<file path="config.mk">
export PLATFORM = sky130hd
export DESIGN_NAME = debug_dump_tx
export DESIGN_NICKNAME = d
export VERILOG_FILES = /design/src/rtl/debug_dump_tx.sv
export SDC_FILE = /design/constraint.sdc
export NUM_CORES = 1
export LEC_CHECK = 0
export CAP_MARGIN = 20
export CORE_ASPECT_RATIO = 1.25
export CORE_MARGIN = 2
export CORE_UTILIZATION = 24
export CTS_CLUSTER_SIZE = 14
export DETAILED_ROUTE_END_ITERATION = 12
export PLACE_DENSITY = 0.59
export SKIP_CTS_REPAIR_TIMING = 1
export SLEW_MARGIN = 10
export SYNTH_ARGS = -nofsm -noshare
export SYNTH_HDL_FRONTEND = slang
export SYNTH_SLANG_ARGS = --single-unit
export TNS_END_PERCENT = 10
</file>
<file path="constraint.sdc">
create_clock -name clk -period 3.1 [get_ports clk]
set_input_delay 0.62 -clock clk [delete_from_list [all_inputs] [get_ports clk]]
set_output_delay 0.62 -clock clk [all_outputs]
set_load 0.02 [all_outputs]
</file>
<file path="src/rtl/debug_dump_tx.sv">
// Serialises a debug snapshot (header, PC, register file, data memory) into a byte stream
// for a UART-style sink. Optional trailing XOR checksum byte is enabled by DUMP_CHECKSUM_EN.
module debug_dump_tx #(
    parameter int DATA_WIDTH = 32,
    parameter int REG_COUNT  = 32,
    parameter int MEM_WORDS  = 64
) (
    input  logic                  clk,
    input  logic                  reset,
    input  logic                  i_start,
    input  logic [DATA_WIDTH-1:0] i_pc,
    output logic [4:0]            o_reg_addr,
    input  logic [DATA_WIDTH-1:0] i_reg_data,
    output logic [DATA_WIDTH-1:0] o_mem_addr,
    input  logic [DATA_WIDTH-1:0] i_mem_data,
    output logic [7:0]            o_tx_data,
    output logic                  o_tx_valid,
    input  logic                  i_tx_ready,
    output logic                  o_busy,
    output logic                  o_done,
    output logic [3:0]            dbg_state
);

    // Byte handshake: a byte moves on a rising edge where o_tx_valid and i_tx_ready are both 1;
    // while o_tx_valid=1 and i_tx_ready=0, o_tx_data and o_tx_valid do not change.

    localparam int RIW = (REG_COUNT > 1) ? $clog2(REG_COUNT) : 1;
    localparam int MIW = (MEM_WORDS > 1) ? $clog2(MEM_WORDS) : 1;
    localparam logic [RIW-1:0] REG_LAST = RIW'(REG_COUNT - 1);
    localparam logic [MIW-1:0] MEM_LAST = MIW'(MEM_WORDS - 1);

    typedef enum logic [3:0] {
        IDLE,
        HEADER,
        PC,
        REG_FETCH,
        REG_SEND,
        MEM_FETCH,
        MEM_SEND,
        CSUM,
        DONE
    } state_t;

    state_t          state_q;
    state_t          state_d;
    logic [31:0]     shift_q;
    logic [1:0]      byte_cnt_q;
    logic            fetch_wait_q;
    logic [RIW-1:0]  reg_idx_q;
    logic [MIW-1:0]  mem_idx_q;
    logic [RIW-1:0]  reg_idx_next;
    logic [MIW-1:0]  mem_idx_next;
    logic            byte_last;
    logic            reg_last;
    logic            mem_last;
    logic            tx_fire;
`ifdef DUMP_CHECKSUM_EN
    logic [7:0]      csum_q;
`endif

    assign byte_last    = (byte_cnt_q == 2'd3);
    assign reg_last     = (reg_idx_q == REG_LAST);
    assign mem_last     = (mem_idx_q == MEM_LAST);
    assign reg_idx_next = reg_idx_q + RIW'(1);
    assign mem_idx_next = mem_idx_q + MIW'(1);
    assign tx_fire      = o_tx_valid & i_tx_ready;
    assign dbg_state    = state_q;

    always_ff @(posedge clk) begin
        if (reset) begin
            state_q <= IDLE;
        end else begin
            state_q <= state_d;
        end
    end

    always_comb begin
        state_d    = state_q;
        o_tx_valid = 1'b0;
        o_tx_data  = 8'h00;
        o_done     = 1'b0;
        o_busy     = 1'b1;
        case (state_q)
            IDLE: begin
                o_busy = 1'b0;
                if (i_start) begin
                    state_d = HEADER;
                end
            end
            HEADER: begin
                o_tx_valid = 1'b1;
                o_tx_data  = 8'hA5;
                if (i_tx_ready) begin
                    state_d = PC;
                end
            end
            PC: begin
                o_tx_valid = 1'b1;
                o_tx_data  = shift_q[31:24];
                if (i_tx_ready && byte_last) begin
                    state_d = REG_FETCH;
                end
            end
            REG_FETCH: begin
                // Second fetch cycle is when the read data has arrived.
                if (fetch_wait_q) begin
                    state_d = REG_SEND;
                end
            end
            REG_SEND: begin
                o_tx_valid = 1'b1;
                o_tx_data  = shift_q[31:24];
                if (i_tx_ready && byte_last) begin
                    state_d = reg_last ? MEM_FETCH : REG_FETCH;
                end
            end
            MEM_FETCH: begin
                if (fetch_wait_q) begin
                    state_d = MEM_SEND;
                end
            end
            MEM_SEND: begin
                o_tx_valid = 1'b1;
                o_tx_data  = shift_q[31:24];
                if (i_tx_ready && byte_last) begin
`ifdef DUMP_CHECKSUM_EN
                    state_d = mem_last ? CSUM : MEM_FETCH;
`else
                    state_d = mem_last ? DONE : MEM_FETCH;
`endif
                end
            end
            CSUM: begin
`ifdef DUMP_CHECKSUM_EN
                o_tx_valid = 1'b1;
                o_tx_data  = csum_q;
                if (i_tx_ready) begin
                    state_d = DONE;
                end
`else
                state_d = DONE;
`endif
            end
            DONE: begin
                o_busy  = 1'b0;
                o_done  = 1'b1;
                state_d = IDLE;
            end
            default: begin
                state_d = IDLE;
            end
        endcase
    end

    // Datapath: shift word, byte/word counters and the held read addresses.
    always_ff @(posedge clk) begin
        if (reset) begin
            shift_q      <= 32'h0;
            byte_cnt_q   <= 2'd0;
            fetch_wait_q <= 1'b0;
            reg_idx_q    <= '0;
            mem_idx_q    <= '0;
            o_reg_addr   <= 5'd0;
            o_mem_addr   <= '0;
`ifdef DUMP_CHECKSUM_EN
            csum_q       <= 8'h00;
`endif
        end else begin
            case (state_q)
                IDLE: begin
                    if (i_start) begin
                        shift_q      <= i_pc[31:0];
                        byte_cnt_q   <= 2'd0;
                        fetch_wait_q <= 1'b0;
                        reg_idx_q    <= '0;
                        mem_idx_q    <= '0;
`ifdef DUMP_CHECKSUM_EN
                        csum_q       <= 8'h00;
`endif
                    end
                end
                PC, REG_SEND, MEM_SEND: begin
                    if (tx_fire) begin
                        shift_q    <= {shift_q[23:0], 8'h00};
                        byte_cnt_q <= byte_cnt_q + 2'd1;
`ifdef DUMP_CHECKSUM_EN
                        csum_q     <= csum_q ^ shift_q[31:24];
`endif
                        if (byte_last) begin
                            if (state_q == PC) begin
                                reg_idx_q  <= '0;
                                o_reg_addr <= 5'd0;
                            end else if (state_q == REG_SEND) begin
                                if (reg_last) begin
                                    mem_idx_q  <= '0;
                                    o_mem_addr <= '0;
                                end else begin
                                    reg_idx_q  <= reg_idx_next;
                                    o_reg_addr <= 5'(reg_idx_next);
                                end
                            end else if (!mem_last) begin
                                mem_idx_q  <= mem_idx_next;
                                o_mem_addr <= DATA_WIDTH'({mem_idx_next, 2'b00});
                            end
                        end
                    end
                end
                REG_FETCH: begin
                    fetch_wait_q <= ~fetch_wait_q;
                    if (fetch_wait_q) begin
                        shift_q <= i_reg_data[31:0];
                    end
                end
                MEM_FETCH: begin
                    fetch_wait_q <= ~fetch_wait_q;
                    if (fetch_wait_q) begin
                        shift_q <= i_mem_data[31:0];
                    end
                end
                default: begin
                end
            endcase
        end
    end

endmodule

</file>
# Word level (Yosys, flattened, before mapping)
# Index checks and enable logic that the tools add are counted.
# word_totals
input_bits	100
elab_cells	102
regBits	87
out_inout_bits	52
# op_classes
n_eq_ne	28
add_sub_neg	3
bitwise_logic	3
reduce_logical	18
mux	42
# ops
operator	n
2-to-1 mux 32 bit	7
one-hot mux 32 bit (4 select lines)	1
2-to-1 mux 6 bit	7
2-to-1 mux 4 bit	8
one-hot mux 4 bit (8 select lines)	1
2-to-1 mux 5 bit	6
inequality test 2 bit (second input constant)	9
== test 4 x 3 -> 1 bit (second input constant)	4
one-hot mux 8 bit (2 select lines)	1
AND reduction 7 bit	2
one-hot mux 6 bit (2 select lines)	1
AND reduction 6 bit	2
one-hot mux 5 bit (2 select lines)	1
AND reduction 5 bit	2
== test 4 x 2 -> 1 bit (second input constant)	2
inequality test 2 x 1 -> 1 bit (second input constant)	4
adder 6 x 1 -> 6 bit (second input constant)	1
== test 6 bit (second input constant)	1
inequality test 3 x 2 -> 1 bit (second input constant)	2
nonzero test 2 bit	3
adder 5 x 1 -> 5 bit (second input constant)	1
== test 5 bit (second input constant)	1
== test 4 x 1 -> 1 bit (second input constant)	1
== test 4 bit (second input constant)	1
19 further kinds	25

# Longest topological paths before layout
# Gate-level depths: netlist (run 1).
# logic_depth
word_depth	7
mapped_depth	9
mapped_depth_nobuf	7

# Least setup slack after synthesis (run 1)
# No wires, ideal clock.
# synth_timing
path_type	register to output
from	reg state_q[0], in the netlist dbg_state[0]
to	out o_tx_data[1]
required_time_ns	2.480
arrival_ns	1.649
path_slack_ns	0.831
stages_incl_launch_ff	7
path_buffers	3
cell_sequence	dfxtp_1 > buf_2 > or2_0 > clkbuf_1 > nor2_1 > clkbuf_1 > and2_1
# synth_between
elab_chain_len	3
elab_cells_between_ends	6
classes_between	eq/ne (4); mux (1); reduce/logical (1)
# synth_rtl
element	line_no	text
start: declaration	44	state_t state_q;
start signal: assignment	73	state_q <= state_d;
== test 4 x 2 -> 1 bit or == test 4 x 3 -> 1 bit (tied branches)	83	case (state_q)
OR reduction 3 bit (no line)	-	
one-hot mux 8 bit (2 select lines) *	83	
end: declaration	16	output logic [7:0] o_tx_data,
# Every way passes the cells marked *; elsewhere a longest branch is shown, timed or not.

# Worst setup path after layout (run 1)
# layout_timing
from	reg state_q[1], in the netlist dbg_state[1]
to	out o_tx_data[2]
# The elaborated chain is that of the path after synthesis.

==> results of run 1 <==
[critical path, cell delays in order (launching register included)]
cell and delay [ns]:
dfxtp_1 0.44, buf_4 0.20, o21ba_2 0.30, nand2_1 0.09
a21oi_1 0.16, clkdlybuf4s50_1 0.63
[metal layers]
metal,track usage (%),vias up,wire length [µm]
met4,6.07,0,376
met3,3.13,24,1120
met2,27.0,208,6930
met5,0,-,0
met1,19.8,1989,6040
li1,-,1966,-
[sequential cells by signal, summed over array words and instances (netlist names)]
name          cells
reg_idx_q         5
dbg_state         4
mem_idx_q         6
o_reg_addr        5
fetch_wait_q      1
o_mem_addr        6
shift_q          32
byte_cnt_q        2
[power by group through the flow]
stage                     Clock (W)  Sequential, W  Combinational [W]
after floorplan                   0       0.000990           0.000893
after global placement            0        0.00102            0.00129
after detailed placement          0        0.00102            0.00132
final                       0.00115        0.00101            0.00133
after global routing        0.00119        0.00102            0.00143
after CTS                   0.00116        0.00100            0.00133
[area by class of cell]
| class | count | area [µm²] | area share, % |
|---|---|---|---|
| Sequential cell | 61 | 1220 | 21.5 |
| Tap cell | 216 | 270 | 4.76 |
| Multi-Input combinational cell | 339 | 2370 | 41.7 |
| Timing Repair Buffer | 146 | 1420 | 24.9 |
| Clock inverter | 3 | 65.1 | 1.15 |
| Clock buffer | 13 | 280 | 4.93 |
| Inverter | 15 | 56.3 | 0.991 |
[metrics by stage]
stage                     instance area (µm²)  utilization [%]  total power, W
after global placement                   5340             32.9         0.00231
after global routing                     5680             35.1         0.00364
after CTS                                5680             35.1         0.00349
after floorplan                          4070                -         0.00188
final                                    5680             35.1         0.00348
after detailed placement                 5340             32.9         0.00234
[final timing paths]
check	from	to	slack, ns	depth (start not counted)
worst min register to register	o_reg_addr[0]	o_reg_addr[0]	0.46	2
worst max register to register	dbg_state[0]	shift_q[8]	0.55	6
worst min-delay path	o_reg_addr[0]	o_reg_addr[0]	0.46	2
worst max-delay path	dbg_state[1]	o_tx_data[2]	0.33	5
[cells by family (layout without fill, tap and decap cells)]
group / count (synthesis) / after routing
AO/OA/AOI/OAI: 168 / 168
AND/OR/NAND/NOR: 133 / 133
buffers and inverters: 86 / 177
flip-flops: 61 / 61
adder cells (fa/ha/maj): 5 / 5
XOR/XNOR: 5 / 5
multiplexers: 2 / 2
other: 1 / 26
[layout by cell type (no fill, tap or decap), drive strengths merged, types with 3 or more instances in the layout]
cell           Yosys  routed
a32oi              7       7
nor3b              6       6
nand3              6       6
and3b              3       3
conb               1      26
a21oi             26      26
dfxtp             61      61
nand2             45      45
a221oi             8       8
o221ai             7       7
a211oi             9       9
o21a               5       5
o211a              3       3
xnor2              5       5
o21ai             19      19
nor2b              3       3
a32o               3       3
a22o               7       7
clkbuf            30      13
o22ai             10      10
nand2b            10      10
nor2              17      17
a221o              5       5
o32ai              8       8
inv               15      15
nor3              27      27
buf               41      22
and3               4       4
a222oi            19      19
clkdlybuf4s50      0     124
ha                 5       5
a311oi            13      13
==> flow_summary.yaml, run 1 <==
job:
  maxCapViolations: 0
drt:
  detailroute.via_count: 4187
  routed_wl_um: 14500
  drt-wirelength-per-cell_um: 18.2
  postRouteAntennaNets: 0
  route.detailed.vias_per_inst: 5.28
  firstDrtPassIters: 5
  drt_iter0_drc: 537
  post-route-drc-count: 0
final_layout:
  fin_nets: 677
  area_growth_syn_to_layout_pct: 43.0
  n_antenna_cell: 0
  fraction_of_layout_cells_with_a_size_suffix_above_1_pct: 12.5
  filler_cell_count_in_the_final_layout: 1653
  finish.cell_count_without_fillers: 793
global_routing:
  grt_first_pass_wirelength_um: 22100
  first_global_vias: 3996
  grt.total_usage_pct: 15.9
  grt_overflow: 0
  grt_start_max_net_pins: 56
  antenna_found_initial: 0
power:
  power_density_nw_per_um2: 613
  internal_power_w: 0.00227
  p_leak_nw: 1.99
  power_switching_share_pct: 34.7
  seq_power_share_pct: 28.9
  power.net_switching_w: 0.00121
  worst_ir_drop_vdd_uv: 232
  power.share.combinational_pct: 38.1
  power_frac_clock_pct: 33.0
floorplan:
  design.portCount: 152
  start_util_pct: 24.5
  die_height_um: 148
  core_region_area_um2: 16200
  row_count: 52
  horizontal_extent_of_the_die_um: 119
  die-area_um2: 17600
yosys:
  synth_largest_area_cell: "dfxtp_1"
  synth_top_flop_cell: "dfxtp_1"
  ys_ff_latch: 61
  synth_cell_types: 68
  main_combinational_cell_family_by_area_after_synthesis: "compound AO/OA/AOI/OAI gates"
  synth-seq-area-share_pct: 30.7
  synth_common_cells: "dfxtp_1, nand2_1, clkbuf_1"
  synth_most_common_cell: "dfxtp_1"
  post_synth_instance_area_um2: 3970
  synth_compound_area_share_pct: 36.5
  synth.top_cells.by_area: "dfxtp_1, buf_4, a222oi_1"
  yosys-mux-area-fraction_pct: 0.504
  post-synth-top-area-fraction_pct: 30.7
  synth_edf_count: 0
  synthCells: 461
  simple_gate_share_of_the_synthesized_area_pct: 17.5
  synthArstFlopShare_pct: 0
  synth_xor_xnor_area_share_pct: 1.10
  synth-adder-area-share_pct: 1.57
  mean_instance_size_in_the_synthesized_netlist_um2: 8.62
  ys_warn_count: 0
timing:
  worst-slew-pin-transition_ns: 0.803
  fin_ws_ns: 0.327
  worst_hold_slack_after_final_layout_ns: 0.462
  final-setup-viol-count: 0
  timing.max_slew.rel_slack_pct: 46.5
  clock-skew-final_ns: 0.00576
  finalHoldViolations: 0
  timing.fmax_ghz: 0.361
  fin_crit_ns: 2.77
  tns_ns: 0
  rsz0062_at_grt: "no"
  final_min_period_over_clock_period_pct: 89.4
  timing_max_transition_violations_final: 0
worst_setup_path:
  required_ns: 2.48
  timing.setup.critical_path_class: "reg2out"
  cp_max_fo: 12
  critical_path.endpoint_type: "output port"
  timing.critical_path.arrival_ns: 2.15
  cp-start-kind: "flip-flop"
placement:
  globalplace.congestion: 0.869
  pre_cts_slack_ns: 0.446
  detailed_placement_wirelength_estimate_um: 10500
  io_buffers: 125
  place.detailed.instances: 777
clock_network:
  cts_tree: "built"
  clk_latency_ns: 0.32
  path_clk_slew_ns: 0.05
  clock-root-buffer: "clkbuf_16"
  cts-buffers-inserted: 9
  ctsHtreeMaxLevel: 3
  numClockSinks: 61
  ctsLongestPathBuffers: 2
run_status:
  run_status: "completed"
worst_hold_path:
  holdCritPathClass: "reg2reg"
Note: power is estimated with default switching activity, not from simulation.
==> run 2: changes to the inputs <==
--- a/config.mk
+++ b/config.mk
@@ -5,8 +5,8 @@
 export SDC_FILE = /design/constraint.sdc
 export NUM_CORES = 1
 export LEC_CHECK = 0
-export CAP_MARGIN = 20
-export CORE_ASPECT_RATIO = 1.25
+export CAP_MARGIN = 10
+export CORE_ASPECT_RATIO = 2
 export CORE_MARGIN = 2
 export CORE_UTILIZATION = 24
 export CTS_CLUSTER_SIZE = 14
==> run 2 against run 1 <==
Net effect: first-iteration DRC count fell by 15%; register-to-register slack barely moved; fmax fell by 3.0%; sequential power barely moved; flip-flop and latch count did not move; combinational power barely moved; critical endpoint is now o_tx_data[0]; largest cell class unchanged; largest power group unchanged.
==> flow_summary.yaml, run 2 (synthesis gave the netlist of run 1 again) <==
final_layout:
  fraction_of_layout_cells_with_a_size_suffix_above_1_pct: 12.5
  finish.cell_count_without_fillers: 781
  most_used_cells_in_the_layout_excluding_fill_and_tap_cells: "clkdlybuf4s50_1, dfxtp_1, nand2_1"
  multi_input_comb_area_um2: 2370
  filler_cell_count_in_the_final_layout: 1649
  n_antenna_cell: 0
  finalCoreUtilization_pct: 34.6
  regMostFlops: "shift_q"
  fin_nets: 677
  layout_top_registers: "shift_q x32, mem_idx_q x6, o_mem_addr x6"
  mostFrequentLayoutCell: "clkdlybuf4s50_1"
  area_growth_syn_to_layout_pct: 41.8
  register_area_um2: 1220
  largest_register_ffs: 32
drt:
  routed_wl_um: 15200
  drt_iter0_drc: 458
  postRouteAntennaNets: 0
  firstDrtPassIters: 5
  detailroute.via_count: 4290
  drt-wirelength-per-cell_um: 19.5
  route.detailed.vias_per_inst: 5.49
  post-route-drc-count: 0
clock_network:
  path_clk_slew_ns: 0.05
  cts-buffers-inserted: 9
  clk_latency_ns: 0.34
  ctsHtreeMaxLevel: 3
  ctsLongestPathBuffers: 2
  numClockSinks: 61
  cts_tree: "built"
  clock-root-buffer: "clkbuf_16"
worst_setup_path:
  timing.setup.critical_path_class: "reg2out"
  cp_max_fo: 13
  slowest_stage: "clkdlybuf4s50_1"
  worstPathBufferInverterCount: 1
  critical_path.endpoint_type: "output port"
  crit_family: "simple AND/OR/NAND/NOR gates"
  crit_path_cell_trace: "nor2_2 > nand2_1 > a21oi_1 > clkdlybuf4s50_1"
  cp-start-kind: "flip-flop"
  required_ns: 2.48
  cpPeakStageDelay_ns: 0.62
  timing.critical_path.arrival_ns: 2.24
floorplan:
  die-area_um2: 17700
  core_region_area_um2: 16300
  row_count: 66
  design.portCount: 152
  die_height_um: 186
  start_util_pct: 24.4
  horizontal_extent_of_the_die_um: 95.0
global_routing:
  antenna_found_initial: 0
  grt_overflow: 0
  grt_first_pass_wirelength_um: 23200
  grt_start_max_net_pins: 56
  first_global_vias: 4273
  grt.total_usage_pct: 17.3
placement:
  detailed_placement_wirelength_estimate_um: 11800
  pre_cts_slack_ns: 0.392
  globalplace.congestion: 0.861
  io_buffers: 125
  place.detailed.instances: 765
timing:
  finalHoldViolations: 0
  worst-slew-pin-transition_ns: 0.809
  fin_crit_ns: 2.86
  timing.fmax_ghz: 0.350
  final-setup-viol-count: 0
  clock-skew-final_ns: 0.00874
  tns_ns: 0
  final_min_period_over_clock_period_pct: 92.2
  timing.max_slew.rel_slack_pct: 45.7
  fin_ws_ns: 0.241
  timing_max_transition_violations_final: 0
  rsz0062_at_grt: "no"
power:
  power_density_nw_per_um2: 608
  worst_ir_drop_vdd_uv: 239
  p_leak_nw: 1.98
run_status:
  run_status: "completed"
worst_hold_path:
  holdCritPathClass: "reg2reg"
job:
  maxCapViolations: 0
## run 2: cell types whose count changed in the layout (fill, tap and decap cells not counted), sizes merged
cell / previous run / this run
clkbuf: 13 / 12
clkinv: 1 / 2
## run 2: worst register-to-register path: cells and delay by family, from the launching register on
kind,cells,cell delay [ns]
AOI/OAI and AO/OA,2,0.64
buffers and inverters,2,0.56
DFF,1,0.59
and+or+nand+nor,2,0.66
## run 2: final timing paths
kind | start | end | slack, ns | cells after the start
max | dbg_state[2] | o_tx_data[0] | 0.24 | 4
min | o_reg_addr[0] | o_reg_addr[0] | 0.46 | 2
max reg2reg | dbg_state[2] | shift_q[10] | 0.55 | 6
min reg2reg | o_reg_addr[0] | o_reg_addr[0] | 0.46 | 2
## run 2: layer usage
layer	vias to the layer above	track usage, %	part of all wire, %
met1	2035	16.8	34
met4	0	8.58	4.2
met3	42	3.64	7.4
met5	-	0	0
met2	246	33.2	55
li1	1967	-	-
## run 2: through the flow
stage | area [µm²] | hold slack (ns) | power, W
floorplan | 4070 | 0.444 | 0.00188
global placement | 5310 | 0.453 | 0.00231
detailed placement | 5310 | 0.458 | 0.00234
CTS | 5630 | 0.465 | 0.00345
global route | 5630 | 0.500 | 0.00359
finish | 5630 | 0.456 | 0.00343
## run 2: area by class of cell
| cell class | count | share of cell area, % |
|---|---|---|
| timing repair buffer | 146 | 24.9 |
| inverter | 15 | 0.999 |
| clock inverter | 4 | 1.24 |
| multi-input combinational | 339 | 42.1 |
| clock buffer | 12 | 4.55 |
| tap | 204 | 4.53 |
| sequential | 61 | 21.7 |
## run 2: report_power, final
| group | internal [W] | total (W) | switching [W] |
|---|---|---|---|
| Sequential | 0.000911 | 0.00100 | 0.0000936 |
| Clock | 0.000744 | 0.00110 | 0.000354 |
| Combinational | 0.000560 | 0.00132 | 0.000764 |
| Total | 0.00221 | 0.00343 | 0.00121 |
